File: config.mk
export PLATFORM = sky130hd
export DESIGN_NAME = raybox_buttons
export DESIGN_NICKNAME = d
export VERILOG_FILES = /design/src/rtl/raybox_pkg.sv /design/src/rtl/raybox_buttons_debounce_bit.sv /design/src/rtl/raybox_buttons.sv
export SDC_FILE = /design/constraint.sdc
export NUM_CORES = 1
export LEC_CHECK = 0
export ABC_AREA = 1
export CORE_MARGIN = 2
export CORE_UTILIZATION = 38
export DETAILED_ROUTE_END_ITERATION = 16
export PLACE_DENSITY = 0.52
export SYNTH_ARGS = -nofsm -noshare
export SYNTH_HDL_FRONTEND = slang
export SYNTH_HIERARCHICAL = 1
export SYNTH_SLANG_ARGS = --single-unit
File: constraint.sdc
create_clock -name clk -period 2.4 [get_ports clk]
set_input_delay 0.24 -clock clk [delete_from_list [all_inputs] [get_ports clk]]
set_output_delay 0.24 -clock clk [all_outputs]
set_load 0.02 [all_outputs]
File: src/rtl/raybox_pkg.sv
// Shared constants for the raybox input path: button bit mapping and debounce defaults.
package raybox_pkg;

    localparam int N_BUTTONS = 5;

    localparam int BTN_L   = 0;
    localparam int BTN_R   = 1;
    localparam int BTN_F   = 2;
    localparam int BTN_B   = 3;
    localparam int BTN_MAP = 4;

    // 25000 cycles of the 25 MHz pixel clock is a 1 ms sample tick.
    localparam int TICK_DIV_DEF     = 25000;
    localparam int STABLE_TICKS_DEF = 8;

    typedef enum logic {
        BTN_RELEASED = 1'b0,
        BTN_HELD     = 1'b1
    } btn_state_e;

endpackage

File: src/rtl/raybox_buttons_debounce_bit.sv
// Single-line conditioner: 2-flop synchroniser, tick-driven stability counter and level register.
// BUTTON_PRESS_PULSE_EN adds a registered one-cycle pulse on each accepted press.
module debounce_bit
    import raybox_pkg::*;
#(
    parameter int STABLE_TICKS = STABLE_TICKS_DEF
) (
    input  logic clk,
    input  logic reset,
    input  logic tick_i,
    input  logic btn_n_i,
    output logic btn_o
`ifdef BUTTON_PRESS_PULSE_EN
    ,
    output logic press_o
`endif
);

    localparam int CW = $clog2(STABLE_TICKS + 1);
    localparam logic [CW-1:0] CNT_LAST = CW'(STABLE_TICKS - 1);

    logic            s1_q;
    logic            s2_q;
    logic            sync;
    logic [CW-1:0]   cnt_q;
    btn_state_e      state_q;
`ifdef BUTTON_PRESS_PULSE_EN
    logic            press_q;
`endif

    assign sync  = ~s2_q;
    assign btn_o = (state_q == BTN_HELD);
`ifdef BUTTON_PRESS_PULSE_EN
    assign press_o = press_q;
`endif

    // Synchroniser resets to the released level so reset cannot fake a press.
    always_ff @(posedge clk) begin
        if (reset) begin
            s1_q    <= 1'b1;
            s2_q    <= 1'b1;
            cnt_q   <= '0;
            state_q <= BTN_RELEASED;
`ifdef BUTTON_PRESS_PULSE_EN
            press_q <= 1'b0;
`endif
        end else begin
            s1_q <= btn_n_i;
            s2_q <= s1_q;
`ifdef BUTTON_PRESS_PULSE_EN
            press_q <= 1'b0;
`endif
            if (tick_i) begin
                if (sync == (state_q == BTN_HELD)) begin
                    cnt_q <= '0;
                end else if (cnt_q == CNT_LAST) begin
                    cnt_q <= '0;
                    case (state_q)
                        BTN_RELEASED: begin
                            state_q <= BTN_HELD;
`ifdef BUTTON_PRESS_PULSE_EN
                            press_q <= 1'b1;
`endif
                        end
                        default: state_q <= BTN_RELEASED;
                    endcase
                end else begin
                    cnt_q <= cnt_q + 1'b1;
                end
            end
        end
    end

endmodule

File: src/rtl/raybox_buttons.sv
// Button conditioner feeding raybox: shared sample-tick prescaler plus one debouncer per line.
// BUTTON_PRESS_PULSE_EN exposes btn_press (one-clk pulse per accepted press).
module raybox_buttons
    import raybox_pkg::*;
#(
    parameter int N_BUTTONS    = raybox_pkg::N_BUTTONS,
    parameter int TICK_DIV     = TICK_DIV_DEF,
    parameter int STABLE_TICKS = STABLE_TICKS_DEF
) (
    input  logic                 clk,
    input  logic                 reset,
    input  logic [N_BUTTONS-1:0] btn_n,
    output logic [N_BUTTONS-1:0] btn,
    output logic                 tick
`ifdef BUTTON_PRESS_PULSE_EN
    ,
    output logic [N_BUTTONS-1:0] btn_press
`endif
);

    localparam int PW = $clog2(TICK_DIV);
    localparam logic [PW-1:0] PRESC_LAST = PW'(TICK_DIV - 1);

    logic [PW-1:0] presc_q;

    assign tick = (presc_q == PRESC_LAST);

    always_ff @(posedge clk) begin
        if (reset) begin
            presc_q <= '0;
        end else if (tick) begin
            presc_q <= '0;
        end else begin
            presc_q <= presc_q + 1'b1;
        end
    end

    for (genvar i = 0; i < N_BUTTONS; i++) begin : g_bit
        debounce_bit #(
            .STABLE_TICKS(STABLE_TICKS)
        ) u_bit (
            .clk     (clk),
            .reset   (reset),
            .tick_i  (tick),
            .btn_n_i (btn_n[i]),
            .btn_o   (btn[i])
`ifdef BUTTON_PRESS_PULSE_EN
            ,
            .press_o (btn_press[i])
`endif
        );
    end

endmodule

==> impl_metrics.toml <==
[grt]
grt.met2_usage_pct = 22.5
grt_pass1_vias = 1871
grt.busiest_layer = "met2"
met1_usage_pct = 17.0
grt_overflow = 0
grt.total_usage_pct = 13.4
grt_max_degree = 27
grt_use_met3_pct = 3.64
grt_first_pass_wirelength_mm = 7.98
antenna_found_initial = 0

[route]
ant_nets = 0
drcViolationCount = 0
via_per_inst = 4.67
vias = 2044
wl_per_cell_um = 10.3
first_iter_violations = 73
wirelength_mm = 4.49
drtPass1Iterations = 5

[place]
numPortBuffers = 12
gp_congestion = 0.773
post-dp-hpwl_mm = 3.30
dpl.cell_count = 430

[flow_run]
drv_cap = 0

[synthesis]
synth-xor-area-share_pct = 2.13
synth_simple_gate_area_share_pct = 35.9
synthCells = 341
synth_compound_area_share_pct = 10.0
synth_top_area_cell = "dfxtp_1"
syn_avg_cell_area_um2 = 7.24
synth_top_family_by_area = "simple AND/OR/NAND/NOR gates"
yosys.area_share.adder_pct = 3.55
yosysWarnings = 6
netlist_top_cells_area = "dfxtp_1 (41%), nand2_1 (14%), inv_1 (5.6%)"
synthMuxAreaShare_pct = 0
yosysUniqueCellTypes = 24
synth_area_um2 = 2470
syn-num-nets = 355
synth.top_cell.area_share_pct = 40.5
ys_ff_latch = 50
synth-seq-area-share_pct = 40.5

[clock_tree]
cts_tree = "built"
cts_max_level = 2
cts_num_sinks = 50
insertion_delay_ns = 0.29
cts_root_buf = "clkbuf_8"
postCtsSetupBuffers = 0
clk_path_buf_depth = 2
cts_inserted_buffers = 5
clkSlewWorstSetupHoldPaths_ns = 0.09

[sta]
worst_pin_slew_ns = 0.462
hold_viol_final = 0
finalSetupViolCount = 0
max_freq_mhz = 458
rsz0062_at_grt = "false"
final.period_utilization_pct = 91.1
finClkSkew_ns = 0.00457
hold_ws_ns = 0.411
tns_ns = 0
slew_headroom_pct = 69.1
post-route-min-period_ns = 2.19
drv_slew = 0

[hold_path]
min_to = "g_bit[4].u_bit/s2_q"
hold_path_class = "register to register"
worstHoldStart = "g_bit[4].u_bit/s1_q"
min_path_cells = 1

[worst_setup_path]
slowest_delay_ns = 0.61
reg2reg_to = "g_bit[1].u_bit/cnt_q[3]"
critPathRequiredTime_ns = 2.16
critical_path_arrival_ns = 1.95
rr_worst_depth = 12
start_kind = "register"
crit_top_cell = "nand2_1"
crit_path_max_fanout = 7
r2r_start = "presc_q[0]"
crit_chain = "ha_1, nand2_1, inv_1, nand2_1, nor2_1, nand2_1, inv_1, clkdlybuf4s50_1"
cp_slowest_cell = "clkdlybuf4s50_1"
cp_num_buf_inv = 3
cp_top_family = "buffers and inverters"
end_kind = "primary output"
reg2reg_setup_slack_ns = 0.58
critical_path_class = "register to primary output"

[floorplan]
num_rows = 29
die_area_um2 = 7160
die_w_um = 84.6
die_y_um = 84.6
design.core.area_um2 = 6310
num_io_pins = 13
start_util_pct = 39.1

[power]
ir_drop_mv = 0.198
powerDensity_nw_per_um2 = 528
leakage_nw = 1.10
p_total_mw = 1.48

[layout]
final_cells = 438
syn_to_final_growth_pct = 13.5
num_antenna_cells = 0
drive_gt1_share_pct = 15.8
final_common_cell = "nand2_1"
nNetsFinal = 374
layout_common_cells = "nand2_1 (93), dfxtp_1 (49), inv_1 (37), nor2_1 (34), a21oi_1 (19)"

[outcome]
status = "completed"
==> cell type report <==
class,instances,area [um^2]
Sequential cell,50,1000
Timing Repair Buffer,14,148
Clock inverter,1,30.0
Tap cell,77,96.3
Inverter,47,176
Fill cell,685,3510
Clock buffer,7,76.3
Multi-Input combinational cell,242,1270
==> state kept, by name, indices dropped and copies added (netlist names) <==
signal	count
g_bit.u_bit/s2_q	5
presc_q	15
g_bit.u_bit/s1_q	5
g_bit.u_bit/cnt_q	20
g_bit.u_bit/btn_o	5
==> cell usage after synthesis <==
master and number:
a21oi_1 19, a21oi_2 6, buf_4 1, buf_6 1, dfxtp_1 50, ha_1 7
inv_1 37, inv_2 10, nand2_1 93, nand2_2 3, nand3_1 18, nand3_2 10
nand3b_1 1, nand4_1 10, nor2_1 34, nor2_2 8, nor2_4 1, o21a_1 5
o21ai_1 5, o21bai_1 5, or2_0 1, or2_2 10, xnor2_1 1, xor2_1 5
==> metrics by stage <==
step | util (%) | cell area [um^2] | setup slack (ns)
after floorplan | - | 2470 | 0.501
after global placement | 42.7 | 2700 | 0.472
after detailed placement | 42.7 | 2700 | 0.453
after CTS | 44.4 | 2800 | 0.120
after global routing | 44.4 | 2800 | 0.0792
final | 44.4 | 2800 | 0.214
==> how the worst max path moves through the flow <==
stage	depth (start not counted)	end	from	slack, ns
2_1_floorplan	11	g_bit[0].u_bit/btn_o	presc_q[0]	0.50
3_3_place_gp	8	tick	presc_q[0]	0.47
3_5_place_dp	8	tick	presc_q[0]	0.45
4_1_cts	8	tick	presc_q[0]	0.12
5_1_grt	8	tick	presc_q[1]	0.08
6_report	8	tick	presc_q[0]	0.21
==> cells by family after synthesis <==
family	after synthesis
compound gates	40
xor+xnor	6
flops	50
simple gates	189
buf+inv	49
fa+ha+maj	7
==> layer usage <==
layer,routed length [um],vias to the layer above
met5,0,-
met2,2070,24
met4,38,0
met1,2260,896
li1,-,1120
met3,126,4
==> report_power, final <==
part / internal (mW) / switching (mW)
clock network: 0.312 / 0.265
logic: 0.0260 / 0.0250
registers: 0.841 / 0.00966
total: 1.18 / 0.299
==> timing repair <==
action,4_1_cts,5_1_grt
endpoints found under the setup margin,0,1
resized for setup,0,1
hold buffers,0,0
Power figures use the tool's default switching activity.
